## src/rtl/wb_init_sequencer.sv

```systemverilog
// Wishbone B4 pipelined master that replays a fixed address/data write table after start_i.
// Optional read-back verify of every write is enabled by defining WB_INIT_SEQ_READBACK_EN.
module wb_init_sequencer #(
  parameter int ENTRIES = 3,
  parameter int ADDR_W  = 32,
  parameter int DATA_W  = 32,
  parameter int TIMEOUT = 15,
  parameter logic [ENTRIES*ADDR_W-1:0] INIT_ADR = '0,
  parameter logic [ENTRIES*DATA_W-1:0] INIT_DAT = '0
) (
  input  logic                         wb_clk_i,
  input  logic                         wb_rst_ni,
  input  logic                         start_i,
  output logic                         wb_cyc_o,
  output logic                         wb_stb_o,
  output logic                         wb_we_o,
  output logic [ADDR_W-1:0]            wb_adr_o,
  output logic [DATA_W-1:0]            wb_dat_o,
  output logic [DATA_W/8-1:0]          wb_sel_o,
  input  logic                         wb_stall_i,
  input  logic                         wb_ack_i,
  input  logic                         wb_err_i,
  input  logic [DATA_W-1:0]            wb_dat_i,
  output logic                         busy_o,
  output logic                         done_o,
  output logic                         error_o,
  output logic [1:0]                   err_code_o,
  output logic [$clog2(ENTRIES+1)-1:0] err_index_o
);
  localparam int IW = $clog2(ENTRIES+1);
  localparam int CW = $clog2(TIMEOUT+1);

  typedef enum logic [2:0] {
    S_IDLE, S_REQ, S_WAIT, S_RB_REQ, S_RB_WAIT, S_DONE, S_ERROR
  } state_t;

  state_t          r_state, w_state_nx;
  logic [IW-1:0]   r_idx, w_idx_nx, r_eidx, w_eidx_nx;
  logic [CW-1:0]   r_cnt, w_cnt_nx;
  logic            r_done, w_done_nx, r_error, w_error_nx;
  logic [1:0]      r_code, w_code_nx, w_fcode;
  logic            w_adv, w_fail, w_last, w_tmo, w_cyc;
  logic [ADDR_W-1:0] w_adr;
  logic [DATA_W-1:0] w_dat;

  assign w_adr  = INIT_ADR[r_idx*ADDR_W +: ADDR_W];
  assign w_dat  = INIT_DAT[r_idx*DATA_W +: DATA_W];
  assign w_last = (r_idx == IW'(ENTRIES-1));
  assign w_tmo  = (r_cnt == CW'(TIMEOUT-1));

  always_comb begin
    w_state_nx = r_state;
    w_idx_nx   = r_idx;
    w_cnt_nx   = r_cnt;
    w_done_nx  = r_done;
    w_error_nx = r_error;
    w_code_nx  = r_code;
    w_eidx_nx  = r_eidx;
    w_adv      = 1'b0;
    w_fail     = 1'b0;
    w_fcode    = 2'd0;
    case (r_state)
      S_IDLE, S_DONE, S_ERROR: if (start_i) begin
        w_state_nx = S_REQ;
        w_idx_nx   = '0;
        w_done_nx  = 1'b0;
        w_error_nx = 1'b0;
        w_code_nx  = 2'd0;
        w_eidx_nx  = '0;
      end
      S_REQ: if (!wb_stall_i) begin
        w_state_nx = S_WAIT;
        w_cnt_nx   = '0;
      end
      S_WAIT: begin
        // err outranks a simultaneous ack
        if (wb_err_i) begin
          w_fail = 1'b1; w_fcode = 2'd1;
        end else if (wb_ack_i) begin
`ifdef WB_INIT_SEQ_READBACK_EN
          w_state_nx = S_RB_REQ;
`else
          w_adv = 1'b1;
`endif
        end else if (w_tmo) begin
          w_fail = 1'b1; w_fcode = 2'd2;
        end else begin
          w_cnt_nx = r_cnt + 1'b1;
        end
      end
`ifdef WB_INIT_SEQ_READBACK_EN
      S_RB_REQ: if (!wb_stall_i) begin
        w_state_nx = S_RB_WAIT;
        w_cnt_nx   = '0;
      end
      S_RB_WAIT: begin
        if (wb_err_i) begin
          w_fail = 1'b1; w_fcode = 2'd1;
        end else if (wb_ack_i) begin
          if (wb_dat_i == w_dat) w_adv = 1'b1;
          else begin
            w_fail = 1'b1; w_fcode = 2'd3;
          end
        end else if (w_tmo) begin
          w_fail = 1'b1; w_fcode = 2'd2;
        end else begin
          w_cnt_nx = r_cnt + 1'b1;
        end
      end
`endif
      default: w_state_nx = S_IDLE;
    endcase
    if (w_adv) begin
      if (w_last) begin
        w_state_nx = S_DONE;
        w_done_nx  = 1'b1;
      end else begin
        w_state_nx = S_REQ;
        w_idx_nx   = r_idx + 1'b1;
      end
    end
    if (w_fail) begin
      w_state_nx = S_ERROR;
      w_error_nx = 1'b1;
      w_code_nx  = w_fcode;
      w_eidx_nx  = r_idx;
    end
  end

  always_ff @(posedge wb_clk_i) begin
    if (!wb_rst_ni) begin
      r_state <= S_IDLE;
      r_idx   <= '0;
      r_cnt   <= '0;
      r_done  <= 1'b0;
      r_error <= 1'b0;
      r_code  <= 2'd0;
      r_eidx  <= '0;
    end else begin
      r_state <= w_state_nx;
      r_idx   <= w_idx_nx;
      r_cnt   <= w_cnt_nx;
      r_done  <= w_done_nx;
      r_error <= w_error_nx;
      r_code  <= w_code_nx;
      r_eidx  <= w_eidx_nx;
    end
  end

`ifdef WB_INIT_SEQ_READBACK_EN
  assign w_cyc    = (r_state == S_REQ) || (r_state == S_WAIT) ||
                    (r_state == S_RB_REQ) || (r_state == S_RB_WAIT);
  assign wb_stb_o = (r_state == S_REQ) || (r_state == S_RB_REQ);
`else
  logic w_unused_dat;
  assign w_unused_dat = ^wb_dat_i;
  assign w_cyc    = (r_state == S_REQ) || (r_state == S_WAIT);
  assign wb_stb_o = (r_state == S_REQ);
`endif

  assign wb_cyc_o    = w_cyc;
  assign busy_o      = w_cyc;
  assign wb_we_o     = (r_state == S_REQ);
  assign wb_adr_o    = w_cyc ? w_adr : '0;
  assign wb_dat_o    = w_cyc ? w_dat : '0;
  assign wb_sel_o    = '1;
  assign done_o      = r_done;
  assign error_o     = r_error;
  assign err_code_o  = r_code;
  assign err_index_o = r_eidx;
endmodule

```

## config.mk

```make
export PLATFORM = sky130hd
export DESIGN_NAME = wb_init_sequencer
export DESIGN_NICKNAME = d
export VERILOG_FILES = /design/src/rtl/wb_init_sequencer.sv
export SDC_FILE = /design/constraint.sdc
export NUM_CORES = 1
export LEC_CHECK = 0
export ABC_AREA = 0
export CORE_UTILIZATION = 55
export DETAILED_ROUTE_END_ITERATION = 8
export DONT_BUFFER_PORTS = 1
export GPL_ROUTABILITY_DRIVEN = 0
export PLACE_DENSITY_LB_ADDON = 0.05
export SYNTH_ARGS = -nofsm -noshare
export SYNTH_HDL_FRONTEND = slang
export SYNTH_SLANG_ARGS = --single-unit
```

## constraint.sdc

```tcl
create_clock -name wb_clk_i -period 4.7 [get_ports wb_clk_i]
set_input_delay 0.705 -clock wb_clk_i [delete_from_list [all_inputs] [get_ports wb_clk_i]]
set_output_delay 0.705 -clock wb_clk_i [all_outputs]
set_load 0.1 [all_outputs]
```

* Word-level counts from Yosys, hierarchy flattened
Index checks and enable logic that the tools add are counted.
** Storage, ports and cells
- Register bits after elaboration :: 15
- Input bits :: 38
- Output and inout bits :: 78
- Word-level logic and storage cells :: 77
** Operators by class
- Add/subtract/negate cells :: 2
- Eq/ne operators :: 16
- Shift-type cells :: 1
- Mux-type cells :: 38
- Bitwise logic cells :: 1
- Reductions and logical operators :: 11
** Operator list (count)
- variable part select 96 x 8 -> 32 bit, first input constant :: 1
- 2-to-1 mux 32 bit :: 1
- 2-to-1 mux 2 bit :: 12
- 2-to-1 mux 4 bit :: 4
- 2-to-1 mux 3 bit :: 5
- 2-to-1 mux 1 bit :: 14
- inequality test 2 bit, second input constant :: 5
- one-hot mux 3 bit (3 select lines) :: 1
- one-hot mux 4 bit (2 select lines) :: 1
- == test 3 bit, second input constant :: 2
- inequality test 3 bit, second input constant :: 2
- AND reduction 3 bit :: 2
- nonzero test 2 bit :: 3
- AND reduction 5 bit :: 1
- adder 4 x 1 -> 4 bit, second input constant :: 1
- == test 4 bit, second input constant :: 1
- inequality test 4 x 2 -> 1 bit, second input constant :: 1
- inequality test 4 bit, second input constant :: 1
- == test 3 x 1 -> 1 bit, second input constant :: 1
- == test 3 x 2 -> 1 bit, second input constant :: 1
- zero test 3 bit :: 1
- inequality test 3 x 2 -> 1 bit, second input constant :: 1
- OR reduction 3 bit :: 1
- adder 2 x 1 -> 2 bit, second input constant :: 1
- 5 further kinds :: 5

* Longest topological paths before layout
- Depth in word-level cells :: 7
- Gate-level depth with buffers :: 7
- Mapped depth without buffers :: 7

* Worst setup path before layout
Ideal clock, no wire load.
- Kind :: flip-flop to output port
- Start point :: reg r_state[0]
- End point :: out wb_cyc_o
- Data arrival time :: 1.957 ns
- Required time :: 3.995 ns
- Slack :: 2.038 ns
- Stages on the path, launching flop included :: 5
- Buffers on the path :: 1
- Cell sequence :: dfxtp_1 inv_2 or3_4 nand2_1 buf_4
** On the way
- Word-level cells in the longest chain between the ends :: 2
- Elaborated cells between the ends (all ways) :: 3
- Classes of those cells :: 2 x eq/ne; 1 x reduce/logical
** Ends and longest elaborated chain
- from (decl) :: RTL line 37 : state_t r_state, w_state_nx;
- from (signal assigned) :: RTL line 140 : r_state <= w_state_nx;
- == test 3 x 1 -> 1 bit or == test 3 x 2 -> 1 bit (tied branches) :: RTL line 157 : assign w_cyc = (r_state == S_REQ) || (r_state == S_WAIT);
- logical OR 1 bit (*) :: RTL line 157
- to (decl) :: RTL line 14 : output logic wb_cyc_o,
Every way passes the cells marked *; elsewhere a longest branch is shown, timed or not.

* Final worst setup path
- Start point :: reg r_state[1]
- End point :: out busy_o
** On the way
- Word-level cells in the longest chain between the ends :: 2
- Elaborated cells between the ends (all ways) :: 3
- Classes of those cells :: 2 x eq/ne; 1 x reduce/logical
** Ends and longest elaborated chain
- == test 3 x 1 -> 1 bit or == test 3 x 2 -> 1 bit (tied branches) :: RTL line 157
- logical OR 1 bit (*) :: RTL line 157
- to (decl) :: RTL line 24 : output logic busy_o,
Marked as above.

==> impl_metrics.ini <==
[min_path]
min-delay-path-class = reg -> reg
hold_end = r_cnt[0]
hold_start = r_cnt[0]
hold_path_depth = 2

[finish]
antenna_cells = 0
layout_common_cells = conb_1 (68), dfxtp_1 (15), nand2_1 (11)
final_common_cell = conb_1
num-nets-final = 200
post-route-util_pct = 48.76
instances_no_fill = 187
area_delta_synth_final_pct = -17.04
drive_above_1_share_pct = 6.918

[sta]
min_period_ns = 2.715
max-slew-margin-rel_pct = 32.67
setup-tns-final_ns = 0
worstMarginPinSlew_ns = 1.006
clock_skew_ns = 0.008698
grt_setup_unrepaired = false
max_freq_mhz = 368.3
drv_slew = 0
setup_viol = 0
min_period_over_period_pct = 57.77
finalHoldViolations = 0

[synthesis]
synth-simple-area-share_pct = 15.30
synth_ff_type = dfxtp_1
synth_top_family_by_area = buffers and inverters
ys_seq_elements = 15
muxShareOfSynthArea_pct = 1.540
synth.distinct_cells = 38
synth-compound-area-share_pct = 12.70
synthCells = 161
async_flop_share_pct = 0
syn-cell-area_um2 = 1300
avgSynthCellArea_um2 = 8.075
synth_edf_count = 0
yosysSeqAreaShare_pct = 23.10
synth_fa_ha_area_share_pct = 1.925
synth_xor_area_share_pct = 2.021
yosysWarnings = 0

[global_route]
grt_pass1_wl_mm = 2.760
antenna_found_initial = 0
grt_max_degree = 15
grt-ovfl-total = 0
grt_usage_pct = 14.45
grt_pass1_vias = 635

[critical_path]
end_kind = output pin
r2r_slack_ns = 2.12
slowest_delay_ns = 0.78
worstPathArrival_ns = 2.01
rr_endpoint = r_cnt[1]
path_max_fanout = 8
critPathLaunchType = flip-flop
crit_type = reg -> out
required_ns = 3.99
reg2reg_depth = 7
crit_family = simple AND/OR/NAND/NOR gates
cp_cell_sequence = or3b_1 > nand2_2
r2r-start = r_state[0]
crit_buf_inv = 0
crit_slowest_cell = nand2_2

[clock_network]
clk_pin_slew_ns = 0.09
post_cts_buffers = 0
cts_buffers = 3
clock-root-buffer = clkbuf_4
cts_tree = done
ctsHoldBuffers = 0
clockBufferDepth = 2
cts_resized = 0
cts_htree_levels = 1
insertion_delay_ns = 0.29
clock-sinks = 15

[power_and_ir_drop]
power.switching_uw = 552.1
pwr-share-clk_pct = 9.7
p_per_area_nw_per_um2 = 730.3
power.share.switching_pct = 70.09
pwr-share-comb_pct = 66.5
totalPowerFinal_uw = 787.6
ir_drop_v = 0.0004226
pwr-share-seq_pct = 23.8
p_int_uw = 235.6
p_leak_uw = 0.0005384

[job]
cap_violations = 0

[placement]
dp_cells = 183
dp_hpwl_mm = 1.429
io_buffers = 0

[route]
drtPass1Iterations = 4
viasPerCell = 4.406
post_drt_wl_per_cell_um = 9.840
num_vias = 824
drc = 0
routed_wl_mm = 1.840
first_iter_violations = 12
postRouteAntennaNets = 0

[die]
chipHeight_um = 50.62
io-pin-count = 116
rows = 17
die_area_um2 = 2562
start_util_pct = 58.77
coreArea_um2 = 2212
die_width_um = 50.62

[status]
status = finished, final reports clean
[area by class of cell]
type,instances,area [um2]
Fill cell,253,1134
Multi-Input combinational cell,134,693.2
Sequential cell,15,300.3
Tap cell,28,35.03
Clock buffer,3,22.52
Inverter,6,22.52
Clock inverter,1,5.005
[power groups by stage]
stage          combinational (uW)  sequential [uW]  clock, uW
2_1_floorplan                 562              178          0
3_3_place_gp                  520              189          0
6_report                      524              187       76.6
5_1_grt                       546              191       87.1
4_1_cts                       523              187       79.9
3_5_place_dp                  523              190          0
[state kept, by name, summed over array words and instances, names as in the netlist, named ones only]
register     cells
r_cnt            4
r_state          3
err_code_o       2
err_index_o      2
done_o           1
error_o          1
r_idx            1
[layer usage]
| layer | vias up | routed length [um] | track usage [%] |
|---|---|---|---|
| met5 | - | 0 | 0 |
| met3 | 2 | 170 | 4.545 |
| li1 | 396 | - | - |
| met4 | 0 | 12 | 5.556 |
| met1 | 373 | 781 | 18.65 |
| met2 | 53 | 875 | 22.22 |
[logic make-up (layout without fill, tap and decap cells)]
kind of cell               count (synthesis)  in the layout
adders and majority gates                  2              2
DFF                                       15             15
AOI/OAI and AO/OA                         22             22
other                                      2             68
xor gates and xnor gates                   3              3
and+or+nand+nor                           37             37
muxes                                      2              2
buffers and inverters                     78             10
[per-stage QoR]
stage | setup WS (ns) | instance area (um2) | hold slack [ns]
floorplan | 2.038 | 1548 | 0.4609
global placement | 2.187 | 1051 | 0.4813
detailed placement | 2.171 | 1051 | 0.4796
CTS | 1.958 | 1079 | 0.4931
global route | 1.898 | 1079 | 0.4990
finish | 1.985 | 1079 | 0.4901
[tightest hold or removal path, cell delays in order, from the launching register on]
cell      delay (ns)
dfxtp_1         0.34
nand2_1         0.06
a21boi_1        0.05
[Yosys cell counts, drive strengths merged (2+ instances only)]
cell    count  area [um2]
buf        71       530.5
dfxtp      15       300.3
nand2      12       45.04
nor2        8       30.03
inv         6       22.52
a21boi      3       22.52
a31oi       3       18.77
nand3       3       15.01
nor2b       3       18.77
o21ai       3       15.01
xor2        3       26.28
a21oi       2       10.01
a221oi      2       17.52
and3        2       12.51
conb        2       7.510
ha          2       25.02
mux2i       2       20.02
o21a        2       15.01
o221a       2       22.52
[worst max path at each step]
stage | startpoint | end | slack, ns | depth (start not counted)
after floorplan | r_state[0] | wb_cyc_o | 2.04 | 4
after global placement | r_state[0] | r_cnt[1] | 2.19 | 7
after detailed placement | r_state[0] | r_cnt[1] | 2.17 | 7
after CTS | r_state[1] | busy_o | 1.96 | 2
after global routing | r_state[1] | wb_cyc_o | 1.90 | 2
final | r_state[1] | busy_o | 1.98 | 2
(Power assumes the default switching activity.)
